**src/rtl/fetch_pkg.sv**
```systemverilog
// rtl/fetch_pkg.sv - shared types and constants for the instruction fetch front end
package fetch_pkg;

  localparam int unsigned FETCH_XLEN  = 32;
  localparam int unsigned INSTR_BYTES = 4;

  typedef struct packed {
    logic [FETCH_XLEN-1:0] pc;
    logic [31:0]           instr;
  } fetch_entry_t;

  typedef enum logic {
    FS_BOOT,
    FS_RUN
  } fetch_state_t;

endpackage

```
**src/rtl/fetch_fifo.sv**
```systemverilog
// rtl/fetch_fifo.sv - synchronous FIFO with flush; head word is visible combinationally
module fetch_fifo #(
  parameter int unsigned WIDTH = 32,
  parameter int unsigned DEPTH = 2,
  localparam int unsigned AW = $clog2(DEPTH),
  localparam int unsigned CW = AW + 1
) (
  input  logic             clk_i,
  input  logic             rst_i,
  input  logic             push_i,
  input  logic             pop_i,
  input  logic             flush_i,
  input  logic [WIDTH-1:0] wdata_i,
  output logic [WIDTH-1:0] rdata_o,
  output logic [CW-1:0]    count_o,
  output logic             full_o,
  output logic             empty_o
);

  logic [WIDTH-1:0] mem_q [DEPTH];
  logic [AW-1:0]    wr_q, rd_q;
  logic [CW-1:0]    cnt_q;

  always_ff @(posedge clk_i or posedge rst_i) begin
    if (rst_i) begin
      wr_q  <= '0;
      rd_q  <= '0;
      cnt_q <= '0;
    end else if (flush_i) begin
      wr_q  <= '0;
      rd_q  <= '0;
      cnt_q <= '0;
    end else begin
      if (push_i) wr_q <= wr_q + AW'(1);
      if (pop_i)  rd_q <= rd_q + AW'(1);
      cnt_q <= cnt_q + CW'(push_i) - CW'(pop_i);
    end
  end

  // Storage carries no reset; consumers gate the head with empty_o.
  always_ff @(posedge clk_i) begin
    if (push_i && !flush_i) mem_q[wr_q] <= wdata_i;
  end

  assign rdata_o = mem_q[rd_q];
  assign count_o = cnt_q;
  assign full_o  = (cnt_q == CW'(DEPTH));
  assign empty_o = (cnt_q == '0);

endmodule

```
**src/rtl/fetch_unit.sv**
```systemverilog
// rtl/fetch_unit.sv - fetch PC owner, credit-limited imem requester and decode buffer
// Optional FETCH_MISALIGN_CHK_EN adds o_fetch_misalign for unaligned redirect targets.
module fetch_unit
  import fetch_pkg::*;
#(
  parameter int unsigned     XLEN       = 32,
  parameter logic [XLEN-1:0] RESET_PC   = '0,
  parameter int unsigned     FIFO_DEPTH = 2
) (
  input  logic            i_clk,
  input  logic            i_rst,
  input  logic            i_branch_taken,
  input  logic [XLEN-1:0] i_pc_branch,
  output logic            o_imem_req,
  output logic [XLEN-1:0] o_imem_addr,
`ifdef FETCH_MISALIGN_CHK_EN
  output logic            o_fetch_misalign,
`endif
  input  logic            i_imem_gnt,
  input  logic            i_imem_rvalid,
  input  logic [31:0]     i_imem_rdata,
  output logic            o_if_valid,
  input  logic            i_id_ready,
  output logic [31:0]     o_if_instr,
  output logic [XLEN-1:0] o_if_pc
);

  localparam int unsigned CW = $clog2(FIFO_DEPTH) + 1;
  localparam int unsigned EW = XLEN + 32;

  fetch_state_t    state_q, state_d;
  logic [XLEN-1:0] pc_q, pc_d, redir_pc, tag_rdata;
  logic [CW-1:0]   out_q, out_d, drop_q, drop_d, ent_cnt, tag_cnt;
  logic [EW-1:0]   ent_rdata;
  logic [CW:0]     inflight;
  logic            ent_full, ent_empty, tag_full, tag_empty;
  logic            fetch_block, credit, grant, resp_keep, pop;

`ifdef FETCH_MISALIGN_CHK_EN
  logic mis_q;
  always_ff @(posedge i_clk or posedge i_rst) begin
    if (i_rst)               mis_q <= 1'b0;
    else if (i_branch_taken) mis_q <= |i_pc_branch[1:0];
  end
  assign o_fetch_misalign = mis_q;
  assign fetch_block      = mis_q;
  assign redir_pc         = i_pc_branch;
`else
  assign fetch_block = 1'b0;
  assign redir_pc    = {i_pc_branch[XLEN-1:2], 2'b00};
`endif

  // A same-cycle pop frees a slot, which is what sustains one instruction per cycle.
  assign pop      = !ent_empty && i_id_ready && !i_branch_taken;
  assign inflight = {1'b0, ent_cnt} + {1'b0, out_q} - (CW+1)'(pop);
  assign credit   = inflight < (CW+1)'(FIFO_DEPTH);

  always_comb begin
    state_d    = state_q;
    o_imem_req = 1'b0;
    case (state_q)
      FS_BOOT: state_d = FS_RUN;
      FS_RUN:  o_imem_req = credit && !i_branch_taken && !fetch_block;
      default: state_d = FS_BOOT;
    endcase
  end

  assign grant     = o_imem_req && i_imem_gnt;
  assign resp_keep = i_imem_rvalid && (drop_q == '0) && !i_branch_taken;

  always_comb begin
    out_d  = out_q + CW'(grant) - CW'(i_imem_rvalid);
    drop_d = drop_q;
    pc_d   = pc_q;
    if (i_branch_taken) begin
      drop_d = out_d;
      pc_d   = redir_pc;
    end else begin
      if (i_imem_rvalid && (drop_q != '0)) drop_d = drop_q - CW'(1);
      if (grant) pc_d = pc_q + XLEN'(INSTR_BYTES);
    end
  end

  always_ff @(posedge i_clk or posedge i_rst) begin
    if (i_rst) begin
      state_q <= FS_BOOT;
      pc_q    <= RESET_PC;
      out_q   <= '0;
      drop_q  <= '0;
    end else begin
      state_q <= state_d;
      pc_q    <= pc_d;
      out_q   <= out_d;
      drop_q  <= drop_d;
    end
  end

  fetch_fifo #(.WIDTH(XLEN), .DEPTH(FIFO_DEPTH)) u_tag_q (
    .clk_i(i_clk), .rst_i(i_rst), .push_i(grant), .pop_i(resp_keep),
    .flush_i(i_branch_taken), .wdata_i(pc_q), .rdata_o(tag_rdata),
    .count_o(tag_cnt), .full_o(tag_full), .empty_o(tag_empty)
  );

  fetch_fifo #(.WIDTH(EW), .DEPTH(FIFO_DEPTH)) u_entry_q (
    .clk_i(i_clk), .rst_i(i_rst), .push_i(resp_keep), .pop_i(pop),
    .flush_i(i_branch_taken), .wdata_i({tag_rdata, i_imem_rdata}), .rdata_o(ent_rdata),
    .count_o(ent_cnt), .full_o(ent_full), .empty_o(ent_empty)
  );

  logic unused_flags;
  assign unused_flags = ^{tag_cnt, tag_full, tag_empty, ent_full};

  assign o_imem_addr = pc_q;
  assign o_if_valid  = !ent_empty;
  assign o_if_instr  = ent_empty ? '0 : ent_rdata[31:0];
  assign o_if_pc     = ent_empty ? '0 : ent_rdata[EW-1:32];

endmodule

```
**config.mk**
```make
export PLATFORM = sky130hd
export DESIGN_NAME = fetch_unit
export DESIGN_NICKNAME = d
export VERILOG_FILES = /design/src/rtl/fetch_pkg.sv /design/src/rtl/fetch_fifo.sv /design/src/rtl/fetch_unit.sv
export SDC_FILE = /design/constraint.sdc
export NUM_CORES = 1
export LEC_CHECK = 0
export CORE_ASPECT_RATIO = 2
export CORE_UTILIZATION = 30
export DETAILED_ROUTE_END_ITERATION = 16
export SLEW_MARGIN = 10
export SYNTH_ARGS = -nofsm -noshare
export SYNTH_HDL_FRONTEND = slang
export SYNTH_SLANG_ARGS = --single-unit
```
**constraint.sdc**
```tcl
create_clock -name i_clk -period 4.9 [get_ports i_clk]
set_input_delay 0.98 -clock i_clk [delete_from_list [all_inputs] [get_ports i_clk]]
set_output_delay 0.98 -clock i_clk [all_outputs]
set_load 0.1 [all_outputs]
```
==> flow_summary.ini <==
[route]
final_antenna_net_count = 0
wirelength_um = 22500
first_pass_iters = 4
wl_per_cell_um = 18.6
vias = 5867
drtIter0Drc = 264
drc = 0
viasPerCell = 4.87

[synth]
syn-instance-count = 645
synth_area_sq_um = 9360
ys_types = 49
syn_area_per_cell_sq_um = 14.5
yosys_register_bits = 225
synthArstFlopShare_pct = 18.2
ys.warnings.count = 0
synth_seq_area_share_pct = 70.0
synth_edf_count = 184
synth_flop_cell = edfxtp_1

[timing]
setup_ws_ns = 0.667
rsz0062_at_grt = no
finClkSkew_ns = 0.0100
finalCriticalPeriod_ns = 4.23
hold_ws_ns = 0.492
worst_slew_pin_slew_ns = 1.05
timing.fmax_mhz = 236
relSlewSlack_pct = 29.6
final_hold_viol_count = 0
setup_violations = 0
drv_slew = 0
period_share_pct = 86.4

[placed_design]
dpl.hpwl_um = 15400
io_buffers = 161
place_area_sq_um = 11400
gp_congestion = 0.839
dp_slack_ns = 0.594
dp_cells = 1165

[global_routing]
grt_use_total_pct = 14.0
grt_pass1_wl_um = 33700
grt_max_degree = 63
grt_pass1_vias = 5901
grt-ovfl-total = 0
grt_antenna_before_repair = 0

[clock_tree]
cts_buffers = 22
cts_tree = yes
ctsHoldBuffers = 0
cts_root_buf = clkbuf_16
clk_pin_slew_ns = 0.06
ctsLongestPathBuffers = 3
clk_latency_ns = 0.52
clock-sinks = 225
cts_setup_buffers = 0
cts_max_level = 1
cts-resized-gates = 0

[critical_path]
criticalPathCategory = input port to output pin
timing.rr.start = u_entry_q.count_o[1]$_DFF_PP0_
cpMaxStageDelayCell = xnor2_2
reg2reg_depth = 19
crit_start = i_id_ready
slowest_delay_ns = 0.47
setup.worst_path.start_class = input port
crit_required_ns = 3.92
arrival_ns = 3.25
crit_fanout = 10
worstPathCellList = clkdlybuf4s50_1 > nand2_1 > nor2_1 > ha_1 > inv_1 > nand2_1 > fa_1 > xnor2_2 > nor3_2 > buf_12
crit_path_frequent_cell = nand2_1
crit_buf_inv = 3
path_delay_family = buffers and inverters
critPathCaptureType = output pin
crit_cells = 10

[run]
drv_cap = 0

[pwr]
power_density_nw_per_um2 = 565
peakVddDrop_v = 0.000229
total_power_mw = 6.92
p_leak_nw = 4.20

[die]
rows = 91
die_w_um = 127
dieArea_sq_um = 31900
die_h_um = 252
ios = 168
start_util_pct = 30.4
core_sq_um = 30700

[worst_hold_path]
min_from = out_q[1]$_DFF_PP0_
hold_class = register to register
holdPathStages = 1

[run_status]
run_status = completed

[final_layout]
area_growth_pct = 30.9
final_common_cell = edfxtp_1
diodes = 0
fin_area_sq_um = 12300
drive_gt1_share_pct = 14.0
nNetsFinal = 895
stdcell_count = 1205
layout_common_cells = edfxtp_1 (184), clkdlybuf4s50_1 (139), nor2_1 (78), mux2i_1 (69), dfrtp_1 (40)
-- worst paths after layout --
| path | to | slack [ns] |
|---|---|---|
| worst max-delay path | o_imem_req | 0.67 |
| worst min-delay path | out_q[1]$_DFF_PP0_ | 0.49 |
| worst max register to register | drop_q[1]$_DFFE_PP0P_ | 1.46 |
| worst min register to register | out_q[1]$_DFF_PP0_ | 0.49 |
| max in group asynchronous | u_entry_q.count_o[1]$_DFF_PP0_ | 3.25 |
| min in group asynchronous | o_imem_addr[17]$_DFFE_PP0P_ | 0.92 |
-- state kept, by name (all words and copies together) (netlist names) --
| register | cells |
|---|---|
| u_tag_q.rd_q | 1 |
| out_q | 2 |
| drop_q | 2 |
| u_entry_q.rd_q | 1 |
| o_imem_addr | 30 |
| u_entry_q.wr_q | 1 |
| u_entry_q.count_o | 2 |
| state_q | 1 |
| u_tag_q.wr_q | 1 |
| u_entry_q.mem_q | 124 |
| u_tag_q.mem_q | 60 |
-- area by class of cell --
class,count,area [sq um]
clock inverters,11,199
repair buffers,177,1700
flip-flops and latches,225,6560
fillers,2886,18500
inverters,20,75.1
clock buffers,29,618
well taps,372,465
multi-input cells,371,2640
-- cell usage after synthesis, types with 3 or more instances --
cell type  instances  share of area (%)
edfxtp_1         184                 59
nor2_1            80                3.2
mux2i_1           69                7.4
dfrtp_1           41                 11
mux2_2            32                3.9
nand2_1           28                1.1
inv_1             19               0.76
nor3_1            19                1.0
nand3_1           18               0.96
clkbuf_1          16               0.64
o21ai_0           16               0.86
nand4_1           11               0.74
a221o_1           10                1.1
buf_1             10               0.40
ha_1               7               0.94
and3_1             6               0.40
xnor2_1            6               0.56
a22oi_1            5               0.40
nor4_1             5               0.33
o211ai_1           5               0.40
o311ai_0           5               0.47
or4_1              5               0.40
buf_4              4               0.32
xor2_1             4               0.37
a21boi_0           3               0.24
a21oi_1            3               0.16
a311o_1            3               0.32
a311oi_1           3               0.28
and4_1             3               0.28
-- power breakdown --
group          total, mW  leakage (nW)  switching, mW  internal (mW)
Combinational       2.55          1.64           1.90          0.657
Sequential          2.49          2.17          0.182           2.31
Clock               1.88         0.388          0.719           1.16
Total               6.92          4.20           2.80           4.13
-- cells by family (layout without fill, tap and decap cells) --
kind of cell | Yosys count | count (layout) | share of synthesized area [%]
AO/OA/AOI/OAI | 60 | 60 | 4.83
XOR/XNOR | 11 | 11 | 1.11
adder cells (fa/ha/maj) | 8 | 8 | 1.15
buffers and inverters | 52 | 237 | 2.27
flip-flops | 225 | 225 | 70.0
multiplexers | 101 | 101 | 11.2
other | 2 | 5 | 0.0803
AND/OR/NAND/NOR | 186 | 186 | 9.32
-- through the flow --
step	util (%)	TNS [ns]
after detailed placement	37.2	0
final	39.8	0
after global placement	37.2	0
after CTS	39.8	0
after global routing	39.8	0
after floorplan	-	-0.282
-- per-layer routing --
| layer | GRT usage, % | part of all wire [%] | vias up |
|---|---|---|---|
| met5 | 0 | 0 | - |
| met2 | 25.9 | 54 | 177 |
| met3 | 1.87 | 4.5 | 65 |
| met1 | 14.4 | 35 | 2856 |
| met4 | 10.0 | 6.4 | 0 |
| li1 | - | - | 2769 |
(Power assumes the default switching activity.)
